[src/rtl/i2c_txn_sequencer.sv]
// i2c_txn_sequencer: expands single-byte I2C register read/write commands into
// START/TX/RX/STOP primitives on the I2C controller's Avalon-MM register map.
module i2c_txn_sequencer #(
  parameter logic [15:0] CLK_DIV = 16'd250,
  parameter logic [31:0] TIMEOUT = 32'd1_000_000
) (
  input  logic        clk,
  input  logic        reset,
  input  logic        cmd_valid,
  output logic        cmd_ready,
  input  logic        cmd_rw,
  input  logic [6:0]  cmd_dev_addr,
  input  logic [7:0]  cmd_reg_addr,
  input  logic [7:0]  cmd_wdata,
  output logic        rsp_valid,
  output logic [7:0]  rsp_rdata,
  output logic [1:0]  rsp_status,
  output logic [2:0]  avm_m0_address,
  output logic        avm_m0_read,
  input  logic [31:0] avm_m0_readdata,
  output logic        avm_m0_write,
  output logic [31:0] avm_m0_writedata,
  input  logic        avm_m0_irq
);
  typedef enum logic [3:0] {
    S_BOOT, S_INIT_DIV, S_INIT_CLR, S_IDLE, S_LOAD, S_ISSUE, S_WAIT, S_STAT, S_RXD, S_CLR, S_RESP
  } state_t;
  localparam logic [7:0] OP_START = 8'h01, OP_STOP = 8'h02, OP_TX = 8'h04, OP_RXN = 8'h10, INT_CLR = 8'h20;
  localparam logic [1:0] ST_OK = 2'd0, ST_NACK = 2'd1, ST_TIMEOUT = 2'd2;

  state_t      state_q, state_d;
  logic        rw_q, rw_d;
  logic [6:0]  dev_q, dev_d;
  logic [7:0]  reg_q, reg_d, wdata_q, wdata_d;
  logic [2:0]  step_q, step_d;
  logic [31:0] cnt_q, cnt_d;
  logic [1:0]  status_q, status_d;
  logic [7:0]  rdata_q, rdata_d;
  logic [2:0]  addr_q, addr_d;
  logic        rd_q, rd_d, wr_q, wr_d, ready_q, ready_d, valid_q, valid_d;
  logic [31:0] wdat_q, wdat_d;
  logic [7:0]  op_q, op_d, byte_d;
  logic [2:0]  stop_idx;
  logic        unused_rdata;

  // Write: S TX TX TX P.  Read: S TX TX S TX RXN P.
  function automatic logic [7:0] op_of(input logic rw, input logic [2:0] s);
    return s == 3'd0 ? OP_START :
           rw ? (s == 3'd3 ? OP_START : s == 3'd5 ? OP_RXN : s == 3'd6 ? OP_STOP : OP_TX) :
                (s == 3'd4 ? OP_STOP : OP_TX);
  endfunction

  function automatic logic [7:0] byte_of(input logic rw, input logic [2:0] s, input logic [6:0] dev,
                                         input logic [7:0] rg, input logic [7:0] wd);
    return s == 3'd1 ? {dev, 1'b0} : s == 3'd2 ? rg : rw ? {dev, 1'b1} : wd;
  endfunction

  assign op_q     = op_of(rw_q, step_q);
  assign op_d     = op_of(rw_d, step_d);
  assign byte_d   = byte_of(rw_d, step_d, dev_d, reg_d, wdata_d);
  assign stop_idx = rw_q ? 3'd6 : 3'd4;
  assign unused_rdata = ^avm_m0_readdata[31:8];

  always_comb begin
    state_d  = state_q;
    rw_d     = rw_q;
    dev_d    = dev_q;
    reg_d    = reg_q;
    wdata_d  = wdata_q;
    step_d   = step_q;
    cnt_d    = cnt_q;
    status_d = status_q;
    rdata_d  = rdata_q;
    case (state_q)
      S_BOOT:     state_d = S_INIT_DIV;
      S_INIT_DIV: state_d = S_INIT_CLR;
      S_INIT_CLR: state_d = S_IDLE;
      S_IDLE: if (cmd_valid && ready_q) begin
        rw_d     = cmd_rw;
        dev_d    = cmd_dev_addr;
        reg_d    = cmd_reg_addr;
        wdata_d  = cmd_wdata;
        step_d   = 3'd0;
        status_d = ST_OK;
        rdata_d  = 8'h00;
        state_d  = S_ISSUE;
      end
      S_LOAD:  state_d = S_ISSUE;
      S_ISSUE: begin
        cnt_d   = 32'd0;
        state_d = S_WAIT;
      end
      S_WAIT: if (avm_m0_irq) state_d = S_STAT;
        else if (cnt_q == TIMEOUT - 32'd1) begin
          status_d = ST_TIMEOUT;
          rdata_d  = 8'h00;
          state_d  = S_CLR;
        end else cnt_d = cnt_q + 32'd1;
      S_STAT: begin
        if (op_q == OP_TX && avm_m0_readdata[1]) status_d = ST_NACK;
        state_d = op_q == OP_RXN ? S_RXD : S_CLR;
      end
      S_RXD: begin
        rdata_d = avm_m0_readdata[7:0];
        state_d = S_CLR;
      end
      // A NACK skips straight to STOP; a timeout abandons the bus without STOP.
      S_CLR: if (status_q == ST_TIMEOUT || op_q == OP_STOP) state_d = S_RESP;
        else begin
          step_d  = status_q == ST_NACK ? stop_idx : step_q + 3'd1;
          state_d = op_of(rw_q, step_d) == OP_TX ? S_LOAD : S_ISSUE;
        end
      S_RESP:  state_d = S_IDLE;
      default: state_d = S_BOOT;
    endcase
  end

  // Bus outputs are registered from the state being entered.
  always_comb begin
    wr_d    = state_d inside {S_INIT_DIV, S_INIT_CLR, S_LOAD, S_ISSUE, S_CLR};
    rd_d    = state_d inside {S_STAT, S_RXD};
    addr_d  = state_d == S_INIT_DIV ? 3'd2 : state_d == S_LOAD ? 3'd1 : state_d == S_STAT ? 3'd4 :
              state_d inside {S_INIT_CLR, S_ISSUE, S_CLR} ? 3'd3 : 3'd0;
    wdat_d  = state_d == S_INIT_DIV ? {16'h0, CLK_DIV} : state_d == S_LOAD ? {24'h0, byte_d} :
              state_d == S_ISSUE ? {24'h0, op_d} : state_d inside {S_INIT_CLR, S_CLR} ? {24'h0, INT_CLR} : 32'h0;
    ready_d = state_d == S_IDLE;
    valid_d = state_d == S_RESP;
  end

  always_ff @(posedge clk) begin
    if (reset) begin
      state_q  <= S_BOOT;
      rw_q     <= 1'b0;
      dev_q    <= 7'h0;
      reg_q    <= 8'h0;
      wdata_q  <= 8'h0;
      step_q   <= 3'd0;
      cnt_q    <= 32'd0;
      status_q <= ST_OK;
      rdata_q  <= 8'h0;
      addr_q   <= 3'd0;
      rd_q     <= 1'b0;
      wr_q     <= 1'b0;
      wdat_q   <= 32'h0;
      ready_q  <= 1'b0;
      valid_q  <= 1'b0;
    end else begin
      state_q  <= state_d;
      rw_q     <= rw_d;
      dev_q    <= dev_d;
      reg_q    <= reg_d;
      wdata_q  <= wdata_d;
      step_q   <= step_d;
      cnt_q    <= cnt_d;
      status_q <= status_d;
      rdata_q  <= rdata_d;
      addr_q   <= addr_d;
      rd_q     <= rd_d;
      wr_q     <= wr_d;
      wdat_q   <= wdat_d;
      ready_q  <= ready_d;
      valid_q  <= valid_d;
    end
  end

  assign cmd_ready        = ready_q;
  assign rsp_valid        = valid_q;
  assign rsp_rdata        = rdata_q;
  assign rsp_status       = status_q;
  assign avm_m0_address   = addr_q;
  assign avm_m0_read      = rd_q;
  assign avm_m0_write     = wr_q;
  assign avm_m0_writedata = wdat_q;
endmodule

[config.mk]
export PLATFORM = sky130hd
export DESIGN_NAME = i2c_txn_sequencer
export DESIGN_NICKNAME = d
export VERILOG_FILES = /design/src/rtl/i2c_txn_sequencer.sv
export SDC_FILE = /design/constraint.sdc
export NUM_CORES = 1
export LEC_CHECK = 0
export CORE_ASPECT_RATIO = 2
export CORE_MARGIN = 1
export CORE_UTILIZATION = 45
export CTS_BUF_LIST = sky130_fd_sc_hd__clkbuf_16
export CTS_CLUSTER_SIZE = 28
export DETAILED_ROUTE_END_ITERATION = 7
export PLACE_DENSITY = 0.81
export SLEW_MARGIN = 20
export SYNTH_ARGS = -nofsm -noshare
export SYNTH_HDL_FRONTEND = slang
export SYNTH_SLANG_ARGS = --single-unit
[constraint.sdc]
create_clock -name clk -period 4.8 [get_ports clk]
set_input_delay 0.48 -clock clk [delete_from_list [all_inputs] [get_ports clk]]
set_output_delay 0.48 -clock clk [all_outputs]
set_load 0.01 [all_outputs]
; Yosys cells after proc, flatten, opt, wreduce, memory -nomap -nowiden
; Cells that the tools add are included.
[word_totals]
inputBits = 60
register_bits = 112
elab_cells = 148
out_inout_bits = 49
n_memories = 0
romBits = 0
latchBits = 0
mem_bits_rw = 0
[op_classes]
reduce_logical = 21
eq_ne = 45
shift = 0
order_cmp = 0
n_mul = 0
n_bitwise = 0
div = 0
addsub = 2
muxes = 61
[ops]
columns = operator, count
row1 = $mux 8, 12
row2 = $mux 32, 2
row3 = $pmux 32 s2, 1
row4 = $mux 5, 12
row5 = $pmux 4 s10, 1
row6 = $add 32x1->32 const B, 1
row7 = $eq 32x20->1 const B, 1
row8 = $mux 3, 10
row9 = $eq 4x3->1 const B, 7
row10 = $eq 3x3->1 const B, 9
row11 = $eq 4x4->1 const B, 6
row12 = $pmux 8 s3, 1
row13 = $eq 4x2->1 const B, 4
row14 = $mux 2, 8
row15 = $mux 4, 4
row16 = $mux 7, 2
row17 = $eq 3x2->1 const B, 4
row18 = $mux 6, 2
row19 = $eq 5x3->1 const B, 2
row20 = $ne 2x2->1 const B, 5
row21 = $logic_not 3->1, 3
row22 = $reduce_bool 3->1, 3
row23 = $eq 4x1->1 const B, 2
row24 = $pmux 2 s3, 1
row25 = other kinds (19), 26

; Depth between registers and ports, before layout
[logic_depth]
ltp_word = 19
depth_mapped = 12
mapped_depth_nobuf = 9

; Worst setup path after synthesis
; OpenSTA, ideal clock, no wires.
[synth_path]
path_type = flip-flop to flip-flop
startpoint = reg step_q[0]
endpoint = reg wdat_q[4], in the netlist avm_m0_writedata[4]
n_path_buf = 1
t_arrival_ps = 2619
required_time_ps = 4712
path_stages_with_launch = 11
slack_ps = 2093
path_cell_list = dfxtp_1 -> inv_1 -> ha_1 -> and3b_1 -> o21ai_0 -> a311oi_1 -> a211oi_4 -> or3b_1 -> buf_2 -> a221o_1 -> o32ai_2
[synth_between]
elab_chain_len = 18
word_cells_on_any_way = 52
classes_between = add/sub: 1 / eq/ne: 18 / mux: 29 / reduce/logical: 4
[synth_lines]
columns = element, line
row1 = start: declaration, 35  ; logic [2:0] step_q, step_d;
row2 = start signal: assignment, 153  ; step_q <= step_d;
row3 = branches (longest 17 deep; another with $add 3x1->3), -
row4 = $mux 8 *, 124  ; wdat_d = state_d == S_INIT_DIV ? {16'h0, CLK_DIV} : state_d == S_LOAD ? {24'h0, byte_d} :
row5 = end signal: assignment, 160  ; wdat_q <= wdat_d;
row6 = end: declaration, 41  ; logic [31:0] wdat_q, wdat_d;
; Mark *: on every way between the ends.
; A chain may end at the register's enable or synchronous reset.

; Final worst setup path
[layout_path]
startpoint = in cmd_valid
endpoint = reg wdat_q[5], in the netlist avm_m0_writedata[5]
[layout_between]
elab_chain_len = 9
word_cells_on_any_way = 28
classes_between = eq/ne: 7 / mux: 19 / reduce/logical: 2
[layout_lines]
columns = element, line
row1 = start: declaration, 9  ; input logic cmd_valid,
row2 = $logic_and 1x1->1 *, 78  ; S_IDLE: if (cmd_valid && ready_q) begin
row3 = $mux 4, 78
row4 = $pmux 4 s10, 74  ; case (state_q)
row5 = $eq 4x2->1 or $eq 4x4->1 (tied branches), 125  ; state_d == S_ISSUE ? {24'h0, op_d} : state_d inside {S_INIT_CLR, S_CLR} ? {24'h0, INT_CLR} : 32'h0;
row6 = $reduce_bool 2->1, 125
row7 = $mux 6 (2 in a row), 125
row8 = $mux 8, 124
row9 = $mux 8 *, 124
; Every way passes the cells marked *; elsewhere a longest branch is shown, timed or not.

==> metrics.txt <==
status complete, no violations; share of the synthesized area in the top cell type 38.4%; worst-margin pin slew 1070 ps; hold wc startpoint wdata_q[4]; number of global-route vias before repair 3802; Post-Synth XOR/XNOR Area 6.12%; core area 9830 sq um; Initial Utilization 46.6%; flop-to-flop setup slack 1370 ps; Max-slew headroom 26.5%; TritonCTS Buffers 9; post-DP HPWL 8500 um; drt total wl 11300 um; largest net degree at the start of global routing 57; Die X-Extent 73.4 um; Critical Path RT 5040 ps; fraction of registers with async set/reset 0%; VDD IR max 0.186 mV; Setup Fix Bufs, Post-CTS 0; Synth Area in Compound Gates 15.7%; R2R Path Start state_q[0]; Setup WS pre-CTS 1130 ps; Top FF cell, synth dfxtp_1; Synth Warn # 0; Leak 2.14 nW; Die Ht 145 um; initial antenna violation count 0; 1st-pass router iterations 4; vias per cell 5.58; CTS resizes 0; CTS tree yes; WHS 494 ps; initial DRC count 230; CTS max path bufs 2; Post-Syn Instances 526; final hold viol count 0; fin crit share 71.8%; first-pass GRT wire length 17600 um; Die Area 10600 sq um; RSZ-0062 raised after global routing no; Setup CP Type in2reg; R2R Path End avm_m0_writedata[5]; Critical Path Fanout Max 28; Final min period 3440 ps; most frequent cells in the layout dfxtp_1, nor2_1, clkdlybuf4s50_1; placed cell area 5150 sq um; startpoint types input port; Synth area leaders dfxtp_1, nor2_1, mux2i_1, xor2_1, buf_4; Area Overhead vs Synth 19.3%; grt ovf 0; Worst Reg-to-Reg Cells 8; hold endpoint wdata_q[4]; Root Driver clkbuf_16; largest family of logic cells by synthesized area simple AND/OR/NAND/NOR gates; post-synthesis simple-gate area fraction 24.4%; Post-Synthesis Cell Area 4580 sq um; clock sinks 88; Post-CTS Hold Buffers 0; setup ws final 1360 ps; ant diodes 0; Yosys reg bits 88; Max-cap violations 0; Fin Setup TNS 0 ps; Crit. End Element flop; most common cell after layout, fill and taps aside dfxtp_1; Antenna Violating Nets Remaining 0; final setup violation count 0; NumNets Final 640; DRC Markers 0; Hold Crit Depth 2; fmax 290 MHz; clock latency on the worst-skew pair 340 ps; vias 3955; Clock transition at path regs 60 ps; Hold Path Class reg2reg; top cell type by total area after synthesis dfxtp_1; final instance area 5470 sq um; register area share after synthesis 38.4%; pwr/cell area 301 nW/um^2; H-Tree Depth 3; clk_skew 8.37 ps; Adder-Cell Fraction of Synth Area 1.64%; gr usage total 21.8%; Mapped Avg Cell Area 8.71 sq um; number of synthesized flops with an enable pin 0; io pins 109; mux cell area share after synthesis 6.39%; number of port buffers 60; Avg WL per Cell 15.9 um; share of layout cells above drive strength 1 5.89%; synth unique cells 69; Final Wtd Congestion 0.890; Final Max Slew Viols 0; Arr. time, crit path 3680 ps; row count 51
[layout make-up]
cell class / instances / area, sq um
clock buffer: 9 / 225
clock inverter: 5 / 83.8
fill: 913 / 4360
inverter: 9 / 33.8
multi-input combinational: 403 / 2580
sequential: 88 / 1760
tap: 132 / 165
timing repair buffer: 63 / 618
[flip-flops by register name, summed over array words and instances, names as in the netlist]
register          flops
avm_m0_address        3
avm_m0_read           1
avm_m0_write          1
avm_m0_writedata      8
cmd_ready             1
cnt_q                32
dev_q                 7
reg_q                 8
rsp_rdata             8
rsp_status            2
rsp_valid             1
rw_q                  1
state_q               4
step_q                3
wdata_q               8
[worst max-delay path by stage]
stage	start	cells after the start	slack, ps	to
floorplan	step_q[0]	10	2090	avm_m0_writedata[4]
global placement	cmd_valid	9	1240	avm_m0_writedata[2]
detailed placement	cmd_valid	9	1130	avm_m0_writedata[2]
CTS	cmd_valid	9	1410	avm_m0_writedata[5]
global route	state_q[0]	8	1130	avm_m0_writedata[5]
finish	cmd_valid	9	1360	avm_m0_writedata[5]
[per-layer routing]
metal	global-route usage, %	share of wire, %
met1	20.0	36
met2	41.8	56
met3	4.99	3.9
met4	13.2	4.8
met5	0	0
[Yosys cell counts (all sizes together) (10+ instances only)]
master  count
dfxtp      88
clkbuf     10
nand2b     12
mux2i      27
xor2       25
a21oi      20
a22oi      12
o21ai      14
nand3      24
buf        39
nand2      29
nor2       84
[worst max-delay path, stage by stage]
cell and delay [ps]:
clkdlybuf4s50_1 570, nand3_1 180, or3_1 340, buf_4 280
a31oi_1 200, and3_1 510, nor3b_4 630, nor3_1 160
o32ai_2 320
[where the power goes]
part,internal [mW],switching (mW),leakage [nW]
combinational,0.0781,0.0808,1.29
sequential,0.748,0.0148,0.711
clock,0.450,0.274,0.144
total,1.28,0.369,2.14
[stage by stage]
stage	power, mW	cells	utilization, %
6_report	1.65	709	55.7
2_1_floorplan	0.876	549	-
4_1_cts	1.65	709	55.6
5_1_grt	1.70	709	55.7
3_5_place_dp	0.936	695	52.4
3_3_place_gp	0.932	695	52.4
[logic make-up (layout without fill, tap and decap cells)]
logic type | Yosys count | in the layout
AOI/OAI and AO/OA | 94 | 94
xor gates and xnor gates | 32 | 32
adders and majority gates | 6 | 6
buffers and inverters | 58 | 86
DFF | 88 | 88
muxes | 29 | 29
other | 1 | 24
and+or+nand+nor | 218 | 218
Note: power is estimated with default switching activity, not from simulation.
